===== src/rtl/tl_phase_sched.sv =====
// tl_phase_sched: timed four-phase intersection scheduler with min/max green,
// yellow and all-red clearance, and demand-driven phase skipping.
module tl_phase_sched #(
   parameter int T_MIN_GREEN = 4,
   parameter int T_MAX_GREEN = 12,
   parameter int T_YELLOW    = 3,
   parameter int T_ALLRED    = 2,
   parameter int CW          = 5
) (
   input  logic       clk,
   input  logic       reset,
   input  logic       Ta,
   input  logic       Tal,
   input  logic       Tb,
   input  logic       Tbl,
   output logic [1:0] La,
   output logic [1:0] Lb,
   output logic [1:0] phase,
   output logic       clr
);
   typedef enum logic [1:0] {G, Y, R} st_t;
   st_t st;
   logic [1:0] nxt, sel;
   logic [CW-1:0] cnt;
   logic [3:0] d;
   logic own, other, go;
   assign d = {Tbl, Tb, Tal, Ta};
   assign own = d[phase];
   assign other = |(d & ~(4'b1 << phase));
   assign go = cnt >= CW'(T_MIN_GREEN - 1) && other && (!own || cnt >= CW'(T_MAX_GREEN - 1));
   // cyclic search after the current phase; other=1 guarantees one of the three hits
   assign sel = d[phase + 2'd1] ? phase + 2'd1 : d[phase + 2'd2] ? phase + 2'd2 : phase + 2'd3;
   always_ff @(posedge clk)
      if (reset) begin
         st    <= G;
         phase <= '0;
         nxt   <= '0;
         cnt   <= '0;
      end else
         case (st)
            G:
               if (go) begin
                  st  <= Y;
                  nxt <= sel;
                  cnt <= '0;
               end else if (cnt != CW'(T_MAX_GREEN - 1))
                  cnt <= cnt + 1'b1;
            Y:
               if (cnt == CW'(T_YELLOW - 1)) begin
                  st  <= R;
                  cnt <= '0;
               end else
                  cnt <= cnt + 1'b1;
            R:
               if (cnt == CW'(T_ALLRED - 1)) begin
                  st    <= G;
                  phase <= nxt;
                  cnt   <= '0;
               end else
                  cnt <= cnt + 1'b1;
            default: begin
               st  <= G;
               cnt <= '0;
            end
         endcase
   always_comb begin
      La  = st == R ? 2'b10 : st == Y ? (phase[1] ? 2'b10 : 2'b01) :
            phase == 2'd0 ? 2'b00 : phase == 2'd1 ? 2'b11 : 2'b10;
      Lb  = st == R ? 2'b10 : st == Y ? (phase[1] ? 2'b01 : 2'b10) :
            phase == 2'd2 ? 2'b00 : phase == 2'd3 ? 2'b11 : 2'b10;
      clr = st != G;
   end
endmodule


===== config.mk =====
export PLATFORM = sky130hd
export DESIGN_NAME = tl_phase_sched
export DESIGN_NICKNAME = d
export VERILOG_FILES = /design/src/rtl/tl_phase_sched.sv
export SDC_FILE = /design/constraint.sdc
export NUM_CORES = 1
export LEC_CHECK = 0
export CAP_MARGIN = 5
export CELL_PAD_IN_SITES_DETAIL_PLACEMENT = 1
export CELL_PAD_IN_SITES_GLOBAL_PLACEMENT = 1
export CORE_UTILIZATION = 45
export CTS_BUF_LIST = sky130_fd_sc_hd__clkbuf_8
export CTS_CLUSTER_DIAMETER = 120
export DETAILED_ROUTE_END_ITERATION = 7
export PLACE_DENSITY = 0.9
export SETUP_SLACK_MARGIN = 0.4
export SKIP_LAST_GASP = 1
export SYNTH_ARGS = -nofsm -noshare
export SYNTH_HDL_FRONTEND = slang
export SYNTH_SLANG_ARGS = --single-unit

===== constraint.sdc =====
create_clock -name clk -period 3.3 [get_ports clk]
set_input_delay 0.33 -clock clk [delete_from_list [all_inputs] [get_ports clk]]
set_output_delay 0.33 -clock clk [all_outputs]
set_load 0.005 [all_outputs]

==> flow_summary.rst, run 1 <==
.. list-table::
   :header-rows: 1

   * - Metric
     - Value
   * - Status
     - completed
   * - Via count of the first global-routing pass
     - 821
   * - Crit-path leading delay family
     - buffers and inverters
   * - Portion of total power attributed to combinational logic
     - 0.367
   * - Starting density of the core
     - 0.499
   * - Net switching fraction of the power
     - 0.371
   * - Clock network latency to the later pin of the worst-skew pair
     - 240 ps
   * - Clock Skew
     - approximately 4.5 ps
   * - Netlist cell types
     - 35
   * - Switching power total
     - around 0.19 mW
   * - Sequential area share after synthesis
     - 0.245
   * - Total global routing overflow
     - 0
   * - Cell at the slowest stage of the critical path
     - clkdlybuf4s50_1
   * - Int Pwr
     - about 0.33 mW
   * - Number of antenna violations at the first check in global routing
     - 0
   * - Detailed-router iteration count before antenna repair
     - 4
   * - Static leakage
     - 0.416 nW
   * - Critical path cell sequence
     - inv_1, ha_1, nand2_1, o21ai_0, a22oi_1, clkdlybuf4s50_1
   * - Sequential share of power
     - 0.381
   * - Portion of total power attributed to the clock network
     - 0.252
   * - TritonCTS clock tree
     - done
   * - Worst Max-Slew Pin Slew
     - 676 ps
   * - Buffer and inverter count on the worst path
     - 2
   * - Syn_area_per_cell
     - a little under 9 µm²
   * - Normalized max-slew margin
     - 0.547
   * - Maximum number of pins on one net before global-route repair
     - 12
   * - Maximum achievable frequency
     - ~410 MHz
   * - Remaining antenna violation count
     - 0
   * - Category of the most critical setup path
     - flop to output port
   * - DRC Markers
     - 0
   * - Tmin final
     - 2450 ps
   * - First-pass GRT wire length
     - 3770 µm
   * - Area of the multi-input gates
     - 619 µm²
   * - Layout Cell Area excl Fill
     - 1080 µm²
   * - Arrival time reported for the critical path endpoint
     - 2120 ps
   * - Setup tns final
     - 0 ps
   * - Number of antenna repair diodes
     - 0
   * - Clock tree buffer depth
     - 2
   * - Post-cts hold buffer count
     - 0
   * - Placer's final routability congestion estimate
     - approximately 0.79
   * - Most common cell after layout, fill and taps aside
     - clkdlybuf4s50_1
   * - Number of levels the H-tree was split into
     - 1
   * - Delay contributed by the slowest stage of the critical path
     - 570 ps
   * - Unrepaired setup endpoints after global routing
     - false
   * - Root buffer selected by CTS
     - clkbuf_8
   * - Number of cell rows
     - 15
   * - Width of the chip
     - 46.7 µm
   * - Crit path launch type
     - flop
   * - Post-CTS repair timing setup buffer count
     - 0
   * - Cell area after technology mapping
     - about 900 µm²
   * - Synth Net Count
     - about 110
   * - Setup violators final
     - 0
   * - Number of max-cap violations
     - 0
   * - Worst IR drop on VDD
     - roughly 0.37 mV
   * - Pwr per Cell Area
     - roughly 480 nW/µm²
   * - Post-Syn Instances
     - just over 100
   * - CTS sink cnt
     - 11
   * - Post-cts repair resize count
     - 0
   * - Class of the tightest hold or removal check
     - flop to flop
   * - Number of nets in the final layout
     - 128
   * - DRT iter0 DRCs
     - 13
   * - Wirelength per Cell
     - between 15 and 20 µm
   * - Number of fill cells in the layout
     - 225
   * - Combined flip-flop and latch cell area
     - 220 µm²
   * - Final hold vios
     - 0
   * - Post-detailed-placement half-perimeter wirelength
     - 1750 µm
   * - Clock Pin Slew Worst Setup and Hold Paths
     - 50 ps
   * - Commonest cells after routing, fill and taps aside
     - 12 x clkdlybuf4s50_1, 11 x dfxtp_1, 10 x inv_1, 10 x nand2_1
   * - Die Footprint
     - 2180 µm²
   * - Post-DP Area
     - around 1000 µm²
   * - Final routed wirelength across all metal layers
     - 2330 µm
   * - Quantity of I/O buffers inserted on ports
     - 12
   * - Critical path endpoint category
     - output port
   * - Die outline height
     - between 40 and 50 µm
   * - GRT Util Overall
     - 0.249
   * - Layout cell share with drive strength beyond 1
     - 0.114
   * - Via count
     - 828
   * - Crit Path Max Fanout
     - 10
   * - Final worst-path cycle share
     - 0.742
   * - Average vias per placed instance
     - 5.96
   * - Area of the core
     - 1800 µm²
   * - Flip-flop and latch count after synthesis
     - 11
   * - Required time reported for the critical path endpoint
     - 2970 ps
   * - Number of I/O pins
     - 13
   * - Total number of yosys warnings
     - 0
   * - Max-slew violation count
     - 0
   * - Clock buffer count from CTS
     - 3
   * - Area Growth Syn to Fin
     - 19.9%
## tightest hold or removal path: stages (launching register included)
cell and delay [ps]:
dfxtp_1 300, nand2_1 50, a21oi_1 60
## routing by layer
| metal | part of all wire | GRT usage |
|---|---|---|
| met1 | 0.46 | 0.323 |
| met2 | 0.50 | 0.417 |
| met3 | 0.026 | 0.0588 |
| met4 | 0.013 | 0.0514 |
| met5 | 0 | 0 |
## power by group through the flow
stage | Sequential [mW] | Clock (mW) | Combinational (mW)
global placement | 0.195 | 0 | 0.176
detailed placement | 0.196 | 0 | 0.187
floorplan | 0.179 | 0 | 0.137
global route | 0.200 | 0.139 | 0.207
CTS | 0.196 | 0.131 | 0.191
finish | 0.197 | 0.130 | 0.190
## final timing paths
| path | to | startpoint | slack [ps] | cells after the start |
|---|---|---|---|---|
| setup / recovery | La[1] | phase[1]$_SDFFE_PP0P_ | 850 | 6 |
| hold / removal | nxt[1]$_SDFFE_PP0P_ | nxt[1]$_SDFFE_PP0P_ | 470 | 2 |
| hold reg to reg | nxt[1]$_SDFFE_PP0P_ | nxt[1]$_SDFFE_PP0P_ | 470 | 2 |
| setup reg to reg | cnt[0]$_SDFFE_PP0P_ | phase[1]$_SDFFE_PP0P_ | 1060 | 6 |
## logic make-up (layout without fill, tap and decap cells)
family          after synthesis  count (layout)  synth area share
compound gates               21              21             0.169
xor+xnor                      4               4            0.0390
fa+ha+maj                     7               7            0.0975
buf+inv                      13              26            0.0655
flops                        11              11             0.245
mux                           9               9             0.153
simple gates                 36              36             0.231
## stage by stage
stage          total power, mW  instances   util  hold WS [ps]  setup slack (ps)
6_report                 0.517        139  0.598           465               850
3_5_place_dp             0.383        135  0.573           455              1060
4_1_cts                  0.518        139  0.598           464               908
2_1_floorplan            0.316        101      -           436              1370
3_3_place_gp             0.370        135  0.573           449              1080
5_1_grt                  0.546        139  0.598           493               767
## synthesized netlist by cell type
library cell | instances | area share
inv_1 | 9 | 0.038
nor2_1 | 7 | 0.029
nand4_4 | 1 | 0.024
mux2_2 | 2 | 0.025
nand3_1 | 4 | 0.022
o22ai_1 | 1 | 0.0070
dfxtp_1 | 11 | 0.25
and2_4 | 1 | 0.0098
o31ai_1 | 2 | 0.017
ha_1 | 7 | 0.097
nand3_2 | 1 | 0.011
nor3_2 | 1 | 0.011
a21oi_1 | 3 | 0.017
buf_6 | 1 | 0.013
o21ai_0 | 3 | 0.017
buf_1 | 1 | 0.0042
nor3_1 | 3 | 0.017
a22o_1 | 2 | 0.020
xnor2_1 | 4 | 0.039
a211oi_1 | 2 | 0.017
mux4_1 | 2 | 0.058
nand2b_1 | 3 | 0.021
mux2i_1 | 4 | 0.045
a22oi_1 | 2 | 0.017
buf_2 | 2 | 0.011
a211o_1 | 2 | 0.020
o21bai_1 | 1 | 0.0084
nor2b_1 | 1 | 0.0070
nand4b_1 | 3 | 0.029
a31oi_1 | 1 | 0.0070
and2_2 | 1 | 0.0084
nand2_1 | 10 | 0.042
o211ai_2 | 1 | 0.014
mux4_2 | 1 | 0.025
o2111ai_1 | 1 | 0.0098
## layout make-up
cell class              count  area share
multi-input cells          77       0.575
flip-flops and latches     11       0.204
repair buffers             13       0.118
clock buffers               3      0.0383
inverters                   9      0.0314
well taps                  25      0.0290
clock inverters             1     0.00348
## state kept, by name, summed over array words and instances (netlist names)
name / flops
cnt: 5
nxt: 2
phase: 2
st: 2
Power figures use the tool's default switching activity.
==> inputs of run 2 (changes only) <==
--- a/config.mk
+++ b/config.mk
@@ -8,11 +8,11 @@
 export CAP_MARGIN = 5
 export CELL_PAD_IN_SITES_DETAIL_PLACEMENT = 1
 export CELL_PAD_IN_SITES_GLOBAL_PLACEMENT = 1
-export CORE_UTILIZATION = 45
+export CORE_UTILIZATION = 42
 export CTS_BUF_LIST = sky130_fd_sc_hd__clkbuf_8
 export CTS_CLUSTER_DIAMETER = 120
 export DETAILED_ROUTE_END_ITERATION = 7
-export PLACE_DENSITY = 0.9
+export PLACE_DENSITY = 0.85
 export SETUP_SLACK_MARGIN = 0.4
 export SKIP_LAST_GASP = 1
 export SYNTH_ARGS = -nofsm -noshare
==> constraint.sdc (replaced) <==
create_clock -name clk -period 2.4 [get_ports clk]
set_input_delay 0.24 -clock clk [delete_from_list [all_inputs] [get_ports clk]]
set_output_delay 0.24 -clock clk [all_outputs]
set_load 0.005 [all_outputs]
==> run 2 against run 1 <==
Register-to-register slack worse by 510 ps. Power is 37% higher. Flip-flop and latch count stayed put. Critical endpoint is now La[0]. Clock power is 39% higher. Combinational power is 35% higher. Global-route usage is 1.9 points lower.
==> flow_summary.rst, run 2 (same netlist as run 1, synthesis figures left out) <==
.. list-table::
   :header-rows: 1

   * - Metric
     - Value
   * - Status
     - completed (unchanged)
   * - Final worst-path cycle share
     - 0.801
   * - Total global routing overflow
     - 0 (unchanged)
   * - Critical path endpoint category
     - output port (unchanged)
   * - Post-cts hold buffer count
     - 0 (unchanged)
   * - Die outline height
     - 48.3 µm (was 46.7 µm)
   * - Unrepaired setup endpoints after global routing
     - true (was false)
   * - Clock buffer count from CTS
     - 3 (unchanged)
   * - Number of I/O pins
     - 13 (unchanged)
   * - Layout cell share with drive strength beyond 1
     - 0.197 (was 0.114)
   * - Area of the core
     - 1980 µm² (was 1800 µm²)
   * - Number of nets in the final layout
     - 131 (was 128)
   * - Average vias per placed instance
     - 5.69 (was 5.96)
   * - Remaining antenna violation count
     - 0 (unchanged)
   * - Clock Pin Slew Worst Setup and Hold Paths
     - 40 ps (was 50 ps)
   * - Width of the chip
     - 48.3 µm (was 46.7 µm)
   * - Final routed wirelength across all metal layers
     - 2300 µm (was 2330 µm)
   * - CTS sink cnt
     - 11 (unchanged)
   * - Placer's final routability congestion estimate
     - 0.761 (was 0.787)
   * - Hold-critical path depth
     - 2 (unchanged)
   * - Number of max-cap violations
     - 0 (unchanged)
   * - Path depth of the worst reg2reg path
     - 7 (was 6)
   * - Pwr per Cell Area
     - 627 nW/µm² (was 480 nW/µm²)
   * - Static leakage
     - 0.454 nW (was 0.416 nW)
   * - Layout Cell Area excl Fill
     - 1130 µm² (was 1080 µm²)
   * - Setup violators final
     - 0 (unchanged)
   * - Detailed-router iteration count before antenna repair
     - 4 (unchanged)
   * - Commonest cells after routing, fill and taps aside
     - 10 x inv_1, 10 x nand2_1, 10 x clkdlybuf4s50_1 (was 12 x clkdlybuf4s50_1, 11 x dfxtp_1, 10 x inv_1, 10 x nand2_1)
   * - Reg with most FFs
     - cnt (unchanged)
   * - Via count
     - 819 (was 828)
   * - Setup tns final
     - 0 ps (unchanged)
   * - Normalized max-slew margin
     - 0.678 (was 0.547)
   * - Number of antenna violations at the first check in global routing
     - 0 (unchanged)
   * - Arrival time reported for the critical path endpoint
     - 1680 ps (was 2120 ps)
   * - Maximum achievable frequency
     - 520 MHz
   * - Wirelength per Cell
     - 16.0 µm (was 16.8 µm)
   * - Worst IR drop on VDD
     - 0.552 mV (was 0.372 mV)
   * - Root buffer selected by CTS
     - clkbuf_8 (unchanged)
   * - Die Footprint
     - 2330 µm² (was 2180 µm²)
   * - Area Growth Syn to Fin
     - 26.0% (was 19.9%)
   * - Max-slew violation count
     - 0 (unchanged)
   * - Required time reported for the critical path endpoint
     - 2160 ps (was 2970 ps)
   * - Reg2reg start
     - phase[1]$_SDFFE_PP0P_ (unchanged)
   * - Number of flip-flops under the largest register name
     - 5 (unchanged)
   * - Starting density of the core
     - 0.453 (was 0.499)
   * - Category of the most critical setup path
     - flop to output port (unchanged)
   * - Clock tree buffer depth
     - 2 (unchanged)
   * - Class of the tightest hold or removal check
     - flop to flop (unchanged)
   * - Post-DP Area
     - 1040 µm² (was 1030 µm²)
   * - Clock network latency to the later pin of the worst-skew pair
     - 240 ps (about the same)
   * - Crit path launch type
     - flop (unchanged)
   * - First-pass GRT wire length
     - 3670 µm (was 3770 µm)
   * - Worst Max-Slew Pin Slew
     - 479 ps (was 676 ps)
   * - Clock Skew
     - 5.89 ps (was 4.51 ps)
   * - Hold Path Origin
     - nxt[1]$_SDFFE_PP0P_ (unchanged)
   * - Tmin final
     - 1920 ps
   * - Destination of the worst register-to-register timing path
     - nxt[0]$_SDFFE_PP0P_ (was cnt[0]$_SDFFE_PP0P_)
   * - Number of levels the H-tree was split into
     - 1 (unchanged)
   * - Crit Path Max Fanout
     - 6 (was 10)
   * - Via count of the first global-routing pass
     - 815 (was 821)
   * - TritonCTS clock tree
     - done (unchanged)
   * - DRT iter0 DRCs
     - 7 (was 13)
   * - Post-detailed-placement half-perimeter wirelength
     - 1740 µm (was 1750 µm)
   * - Maximum number of pins on one net before global-route repair
     - 11 (was 12)
   * - Number of antenna repair diodes
     - 0 (unchanged)
   * - Slack of the worst reg-to-reg path
     - 550 ps (was 1060 ps)
   * - Quantity of I/O buffers inserted on ports
     - 12 (unchanged)
   * - Final hold vios
     - 0 (unchanged)
   * - DRC Markers
     - 0 (unchanged)
   * - Terminating pin of the worst hold path
     - nxt[1]$_SDFFE_PP0P_ (unchanged)
   * - GRT Util Overall
     - 0.230 (was 0.249)
   * - Number of cell rows
     - 16 (was 15)
==> run 2: changes by cell type in the layout (fill, tap and decap cells not counted), moves of 2 or more <==
cell	previous run	this run
buf_4	1	3
clkdlybuf4s50_1	12	10
dfxtp_1	11	9
dfxtp_2	0	2
dlymetal6s2s_1	0	2
ha_1	7	5
ha_2	0	2
==> run 2: area by class of cell <==
| class | instances | area [µm²] |
|---|---|---|
| Sequential cell | 11 | 223 |
| Inverter | 9 | 33.8 |
| Fill cell | 227 | 850 |
| Multi-Input combinational cell | 77 | 638 |
| Timing Repair Buffer | 16 | 159 |
| Clock buffer | 3 | 41.3 |
| Clock inverter | 1 | 3.75 |
| Tap cell | 27 | 33.8 |
==> run 2: metrics by stage <==
stage	utilization	cells	setup slack [ps]	total power, mW	hold slack, ps
CTS	0.561	144	406	0.711	473
finish	0.571	144	478	0.710	483
detailed placement	0.526	138	219	0.524	467
global placement	0.526	138	347	0.511	447
floorplan	-	101	472	0.435	436
global route	0.571	144	381	0.757	507
==> run 2: routing by layer <==
metal  up-vias  track usage  part of all wire
met5         -            0                 0
met4         0            0                 0
met3         0       0.0778             0.033
met2        11        0.429              0.54
met1       412        0.267              0.42
li1        396            -                 -
==> run 2: worst max-delay path by stage <==
stage / from / endpoint / slack [ps] / cells past startpoint
6_report: phase[0]$_SDFFE_PP0P_ / La[0] / 480 / 6
5_1_grt: phase[1]$_SDFFE_PP0P_ / Lb[0] / 380 / 6
4_1_cts: phase[1]$_SDFFE_PP0P_ / Lb[1] / 410 / 6
3_5_place_dp: Tbl / cnt[1]$_SDFFE_PP0P_ / 220 / 6
3_3_place_gp: Tb / cnt[1]$_SDFFE_PP0P_ / 350 / 6
2_1_floorplan: phase[1]$_SDFFE_PP0P_ / nxt[0]$_SDFFE_PP0P_ / 470 / 7
==> run 2: worst max-delay path, stage by stage (launching register included) <==
cell	delay (ps)
dfxtp_2	320
buf_6	130
ha_2	190
nand2_1	60
o21ai_0	70
a22o_1	230
clkdlybuf4s50_1	440
==> run 2: repair_timing <==
item                       in CTS  in global routing
setup endpoints to repair       4                 10
pin swaps                       0                  0
buffers inserted                2                  0
gates resized for setup         4                  7
==> run 2: report_power, final <==
group	switching [mW]	internal [mW]
logic	0.131	0.124
clock network	0.0685	0.112
registers	0.0600	0.214
total	0.260	0.451
